--- config.mk ---
export PLATFORM = sky130hd
export DESIGN_NAME = axis_rr_arbiter
export DESIGN_NICKNAME = d
export VERILOG_FILES = /design/src/rtl/axis_rr_arbiter.sv
export SDC_FILE = /design/constraint.sdc
export NUM_CORES = 1
export LEC_CHECK = 0
export ABC_CLOCK_PERIOD_IN_PS = 3120
export CAP_MARGIN = 20
export CORE_MARGIN = 1.5
export CORE_UTILIZATION = 48
export CTS_BUF_LIST = sky130_fd_sc_hd__clkbuf_8
export CTS_CLUSTER_DIAMETER = 120
export DETAILED_ROUTE_END_ITERATION = 8
export HOLD_SLACK_MARGIN = 0.1
export PLACE_DENSITY = 0.87
export SYNTH_ARGS = -nofsm -noshare
export SYNTH_HDL_FRONTEND = slang
export SYNTH_HIERARCHICAL = 1
export SYNTH_SLANG_ARGS = --single-unit
--- constraint.sdc ---
create_clock -name clk -period 3.12 [get_ports clk]
set_input_delay 0.468 -clock clk [delete_from_list [all_inputs] [get_ports clk]]
set_output_delay 0.468 -clock clk [all_outputs]
set_load 0.1 [all_outputs]
--- src/rtl/axis_rr_arbiter.sv ---
// Round-robin arbiter merging NUM_SRC AXI-Stream slaves onto one registered master port.
// Each grant carries up to BURST_LEN beats. Arbitration costs one idle cycle.

module axis_rr_arbiter_chk #(
  parameter int NUM_SRC = 4
) (
  input logic               clk,
  input logic               rst_n,
  input logic [NUM_SRC-1:0] tready
);
  a_tready_onehot0 : assert property (@(posedge clk) disable iff (!rst_n) $onehot0(tready));
endmodule

module axis_rr_arbiter #(
  parameter int  DATA_WIDTH = 8,
  parameter int  NUM_SRC    = 4,
  parameter int  BURST_LEN  = 4,
  localparam int IDW        = (NUM_SRC > 1) ? $clog2(NUM_SRC) : 1
) (
  input  logic                          clk,
  input  logic                          rst_n,
  input  logic [NUM_SRC-1:0]            S_AXIS_TVALID,
  input  logic [NUM_SRC*DATA_WIDTH-1:0] S_AXIS_TDATA,
  output logic [NUM_SRC-1:0]            S_AXIS_TREADY,
  output logic                          M_AXIS_TVALID,
  output logic [DATA_WIDTH-1:0]         M_AXIS_TDATA,
  output logic [IDW-1:0]                M_AXIS_TID,
  input  logic                          M_AXIS_TREADY
);

  typedef enum logic [0:0] {ST_IDLE = 1'b0, ST_GRANT = 1'b1} state_t;

  state_t                state_r;
  logic [IDW-1:0]        grant_r;
  logic [IDW-1:0]        last_r;
  logic [7:0]            beat_cnt_r;
  logic                  m_valid_r;
  logic [DATA_WIDTH-1:0] m_data_r;
  logic [IDW-1:0]        m_tid_r;

  logic                  slot_free_s;
  logic                  valid_sel_s;
  logic                  xfer_s;
  logic [DATA_WIDTH-1:0] data_sel_s;
  logic [NUM_SRC-1:0]    tready_s;

  // Walk last+NUM_SRC down to last+1 so the nearest requester after last is the final winner.
  function automatic logic [IDW-1:0] rr_pick(input logic [NUM_SRC-1:0] req,
                                             input logic [IDW-1:0]     lst);
    logic [IDW-1:0] win;
    logic [IDW-1:0] idx;
    win = '0;
    for (int k = NUM_SRC; k >= 1; k--) begin
      idx = IDW'((int'(lst) + k) % NUM_SRC);
      win = req[idx] ? idx : win;
    end
    return win;
  endfunction

  assign slot_free_s = !m_valid_r || M_AXIS_TREADY;

  // Select the granted source and offer ready only to it, only when the output slot can take a beat.
  always_comb begin
    valid_sel_s = 1'b0;
    data_sel_s  = '0;
    tready_s    = '0;
    for (int i = 0; i < NUM_SRC; i++) begin
      if (grant_r == IDW'(i)) begin
        valid_sel_s = S_AXIS_TVALID[i];
        data_sel_s  = S_AXIS_TDATA[i*DATA_WIDTH +: DATA_WIDTH];
        tready_s[i] = (state_r == ST_GRANT) && slot_free_s;
      end else begin
        tready_s[i] = 1'b0;
      end
    end
  end

  assign xfer_s = valid_sel_s && (state_r == ST_GRANT) && slot_free_s;

  // Arbitration FSM plus the single-entry master output register.
  always_ff @(posedge clk or negedge rst_n) begin
    if (!rst_n) begin
      state_r    <= ST_IDLE;
      grant_r    <= '0;
      last_r     <= IDW'(NUM_SRC - 1);
      beat_cnt_r <= 8'd0;
      m_valid_r  <= 1'b0;
      m_data_r   <= '0;
      m_tid_r    <= '0;
    end else begin
      case (state_r)
        ST_IDLE: begin
          if (|S_AXIS_TVALID) begin
            grant_r    <= rr_pick(S_AXIS_TVALID, last_r);
            beat_cnt_r <= 8'd0;
            state_r    <= ST_GRANT;
          end else begin
            state_r    <= ST_IDLE;
          end
        end
        ST_GRANT: begin
          if (xfer_s) begin
            beat_cnt_r <= beat_cnt_r + 8'd1;
            if (beat_cnt_r == 8'(BURST_LEN - 1)) begin
              state_r <= ST_IDLE;
              last_r  <= grant_r;
            end else begin
              state_r <= ST_GRANT;
            end
          end else if (slot_free_s) begin
            // Granted source went quiet while the slot was open: release early.
            state_r <= ST_IDLE;
            last_r  <= grant_r;
          end else begin
            state_r <= ST_GRANT;
          end
        end
        default: begin
          state_r <= ST_IDLE;
        end
      endcase

      if (xfer_s) begin
        m_valid_r <= 1'b1;
        m_data_r  <= data_sel_s;
        m_tid_r   <= grant_r;
      end else if (M_AXIS_TREADY) begin
        m_valid_r <= 1'b0;
      end else begin
        m_valid_r <= m_valid_r;
      end
    end
  end

  assign S_AXIS_TREADY = tready_s;
  assign M_AXIS_TVALID = m_valid_r;
  assign M_AXIS_TDATA  = m_data_r;
  assign M_AXIS_TID    = m_tid_r;

  axis_rr_arbiter_chk #(.NUM_SRC(NUM_SRC)) u_chk (
    .clk    (clk),
    .rst_n  (rst_n),
    .tready (tready_s)
  );

endmodule

# [Word level (Yosys, flattened, before mapping)]
# Cells that the tools add are included.
[word_totals] register_bits=24 latchBits=0 ram_bits=0 mem_bits_ro=0 elab_cells=73 mem_count=0
[op_classes] n_addsub=5 multipliers=0 div=0 order_cmp=4 eq_ne=7 shifts=0 n_mux=37 bitwise=1 reduce_logical=12
[ops] operator="$mux W8" n=6
[ops] operator="$mux W1" n=18
[ops] operator="$pmux W8 S2" n=1
[ops] operator="$mux W2" n=7
[ops] operator="$lt A2 B3 Y1 const B" n=4
[ops] operator="$add A8 B1 Y8 const B" n=1
[ops] operator="$bmux W1 S2" n=4
[ops] operator="$eq A8 B2 Y1 const B" n=1
[ops] operator="$add A2 B1 Y2 const B" n=2
[ops] operator="$add A2 B2 Y2 const B" n=2
[ops] operator="$eq A2 B2 Y1 const B" n=2
[ops] operator="$ne A2 B1 Y1 const B" n=2
[ops] operator="$reduce_and A2 Y1" n=2
[ops] operator="$reduce_bool A2 Y1" n=2
[ops] operator="$reduce_or A4 Y1" n=1
[ops] operator="$logic_and A1 B1 Y1" n=3
[ops] operator="$reduce_and A3 Y1" n=1
[ops] operator="$eq A2 B1 Y1 const B" n=1
[ops] operator="$logic_not A2 Y1" n=1
[ops] operator="$ne A2 B2 Y1 const B" n=1
[ops] operator="$pmux W1 S2" n=1
[ops] operator="$logic_not A1 Y1" n=1
[ops] operator="$logic_or A1 B1 Y1" n=1
[ops] operator="$not A1 Y1" n=1

# [Depth between registers and ports, before layout]
[depth] ltp_word=9 depth_mapped=6 ltp_nobuf=5

# [Worst setup path after synthesis]
# No wires, ideal clock.
[synth_path] path_type="reg2out" from="reg m_valid_r (netlist: M_AXIS_TVALID)" to="out S_AXIS_TREADY[0]" t_arrival_ps=3232 required_ps=2652 setup_slack_ps=-580 stages_incl_launch_ff=4 n_path_buf=0 cell_sequence="dfrtp_1 -> nand2b_1 -> nand2_1 -> nor3_1"
[synth_between] elab_chain_cells=4
[synth_rtl] item="start, declared" line="37" text="logic m_valid_r;"
[synth_rtl] item="start signal, assigned" line="130" text="m_valid_r <= m_valid_r;"
[synth_rtl] item="$logic_not A1 Y1" line="60" text="assign slot_free_s = !m_valid_r || M_AXIS_TREADY;"
[synth_rtl] item="$logic_or A1 B1 Y1" line="60"
[synth_rtl] item="$logic_and A1 B1 Y1" line="71" text="tready_s[i] = (state_r == ST_GRANT) && slot_free_s;"
[synth_rtl] item="$mux W1" line="68" text="if (grant_r == IDW'(i)) begin"
[synth_rtl] item="end, declared" line="24" text="output logic [NUM_SRC-1:0] S_AXIS_TREADY,"
# No other way between the ends.

# [Worst setup path in the final report]
[layout_path] from="in M_AXIS_TREADY" to="out S_AXIS_TREADY[1]"
[layout_between] elab_chain_cells=3
[layout_rtl] item="start, declared" line="28" text="input logic M_AXIS_TREADY"
[layout_rtl] item="$logic_or A1 B1 Y1" line="60"
[layout_rtl] item="$logic_and A1 B1 Y1" line="71"
[layout_rtl] item="$mux W1" line="68"
# No other way between the ends.

==> metrics.md <==
| Metric | Value |
|---|---|
| Critical path's slowest cell | `clkdlybuf4s50_1` |
| Peak supply drop | `0.00120 V` |
| Yosys reg bits | `24` |
| Switch Pwr | `1.23 mW` |
| Minimum clock period | `2.28 ns` |
| I/O Pins | `54` |
| CP max stage delay | `0.44 ns` |
| Hold buffer count at cts | `0` |
| Clk_lat worst skew | `0.27 ns` |
| Via count | `1,172` |
| Largest net degree at the start of global routing | `26` |
| Hold Fails Final Rpt | `0` |
| Setup Crit Path Kind | `in -> out` |
| Mean Syn Cell Area | `11.4 µm²` |
| Clock Power Share | `8.6%` |
| CP Launch Type | `primary input` |
| Fill count | `213` |
| Post-Synthesis Cells | `120` |
| First-pass GRT wire length | `5.48 mm` |
| Status | `finished, final reports clean` |
| Area delta synth->final | `41.8%` |
| Rows | `19` |
| Sw Share | `55.7%` |
| Routed len/inst | `16.4 µm` |
| Slew Limit Fails | `0` |
| GRT Residual Overflow | `0` |
| CTS tree | `done` |
| GRT Resource Usage Total | `22.2%` |
| Postcts setup bufs | `0` |
| Layout Nets | `213` |
| Sink Count | `24` |
| Yosys warnings | `6` |
| Initial DRC Count | `34` |
| Pint | `978 µW` |
| Clock transition at path regs | `0.08 ns` |
| DR DRC count | `0` |
| Clk buf depth | `2` |
| Initial antenna violation count | `0` |
| Commonest non-fill, non-tap cell in the layout | `clkdlybuf4s50_1` |
| Starting Density | `50.0%` |
| Resized Gates After CTS | `0` |
| Core Box Area | `0.00273 mm²` |
| CTS Buf Count | `3` |
| Max-cap violations | `0` |
| Maximum fanout along the worst path | `5` |
| Port Buf Inserts | `53` |
| Worst slew pin tran | `0.805 ns` |
| Synth cell types | `31` |
| Flop pwr share | `26.1%` |
| Layout Skew | `0.00244 ns` |
| Top-area cell type share of the netlist area | `40.3%` |
| Hold slack | `0.373 ns` |
| Crit path capture type | `output pin` |
| # diodes | `0` |
| Critical path, cell by cell | `clkdlybuf4s50_1 > nand2b_1 > nand2_1 > nor3_1 > buf_4` |
| Hold crit path type | `in -> async` |
| Setup TNS | `0 ns` |
| Final WL | `3.34 mm` |
| Relative slew margins | `45.8%` |
| Final period util | `72.9%` |
| Max Freq | `439 MHz` |
| Routability congestion estimate | `0.847` |
| Pre-antenna DRT Iters | `4` |
| Post-synth net total | `160` |
| DP HPWL | `2.66 mm` |
| Die Height | `56.4 µm` |
| Layout cells sized above 1 | `26.7%` |
| Synth area leaders | `dfrtp_1, mux4_2, mux2_2` |
| Logic pwr share | `65.3%` |
| Cell Pwr Density | `1140 mW/mm²` |
| Clock root cell | `clkbuf_8` |
| Die area | `0.00318 mm²` |
| Data arrival time of the critical path | `1.81 ns` |
| Setup violations, final | `0` |
| Most frequent cells in the layout | `clkdlybuf4s50_1, dfrtp_1, buf_4, nand2_1, mux2_2` |
| Unrepaired setup endpoints after global routing | `no` |
| Largest area contributor in the netlist | `dfrtp_1` |
| Mapped cell area | `0.00137 mm²` |
| Vias in the first global route | `1,184` |
| Leakage power | `0.814 nW` |
| DR vias/cell | `5.77` |
| Sequential area share after synthesis | `44.1%` |
| Die X | `56.4 µm` |
| Remaining antenna violation count | `0` |
| Worst Path Required | `2.65 ns` |
| Htree depth | `1` |
==> sequential cells by signal, summed over array words and instances (netlist names) <==
signal / cells
M_AXIS_TVALID: 1
last_r: 2
beat_cnt_r: 8
grant_r: 2
M_AXIS_TDATA: 8
state_r: 1
M_AXIS_TID: 2
==> path summary, 6_finish.rpt <==
path	end	from	cells after the start	slack, ns
min in group clk	M_AXIS_TID[1]	M_AXIS_TID[1]	2	0.51
setup / recovery	S_AXIS_TREADY[1]	M_AXIS_TREADY	5	0.84
hold / removal	grant_r[0]	rst_n	1	0.37
hold reg to reg	M_AXIS_TID[1]	M_AXIS_TID[1]	2	0.51
setup reg to reg	beat_cnt_r[7]	grant_r[1]	4	0.96
max in group asynchronous	last_r[1]	rst_n	3	2.18
==> synth_stat cells, drive strengths merged <==
cell    number
or2          2
inv          5
a21oi        6
nand3        7
ha           1
o22ai        2
or4          1
mux2i        3
mux2        10
nand2       10
mux4         9
or3          1
nor3         2
buf          4
nand2b       1
nor2         5
nor4         2
o21ai        6
dfstp        2
o211ai       5
o31a         1
clkbuf       4
nand4        2
o31ai        5
dfrtp       22
a31o         1
and3         1
==> area by class of cell <==
type	count	area, µm²	area share (%)
clock buffers	3	41.3	2.13
clock inverters	1	3.75	0.194
inverters	5	18.8	0.968
multi-input cells	83	701	36.1
flip-flops and latches	24	603	31.1
well taps	31	38.8	2.00
repair buffers	56	533	27.5
==> power by group through the flow <==
stage | combinational (mW) | clock, mW | sequential (mW)
final | 1.44 | 0.190 | 0.577
after global routing | 1.51 | 0.201 | 0.595
after CTS | 1.45 | 0.194 | 0.577
after detailed placement | 1.45 | 0 | 0.583
after global placement | 1.42 | 0 | 0.569
after floorplan | 0.686 | 0 | 1.04
==> routing by layer <==
metal  GRT usage, %  part of all wire (%)
met1           25.0                    38
met2           42.9                    58
met3           2.30                   3.2
met4           7.82                   1.5
met5              0                     0
==> cells by family (layout without fill, tap and decap cells) <==
family	Yosys count	count (layout)	synth area share, %
fa+ha+maj	1	1	0.915
buf+inv	13	65	4.67
flops	24	24	44.1
compound gates	26	26	12.1
simple gates	34	34	13.0
mux	22	22	25.3
==> worst max-delay path, delay by kind of cell <==
| kind | cells | cell delay [ns] |
|---|---|---|
| buffers and inverters | 2 | 0.76 |
| AND/OR/NAND/NOR | 3 | 0.58 |
==> per-stage QoR <==
step                      util [%]  setup WS, ns  cells  total power, mW  cell area (µm²)
final                         70.9         0.844    203             2.21             1940
after global routing          70.9         0.779    203             2.30             1940
after CTS                     70.0         0.849    202             2.22             1910
after detailed placement      68.4         0.633    198             2.03             1870
after global placement        68.4         0.732    198             1.99             1870
after floorplan                  -        -0.580    120             1.73             1370
No activity file was read; power rests on OpenSTA's default activity.
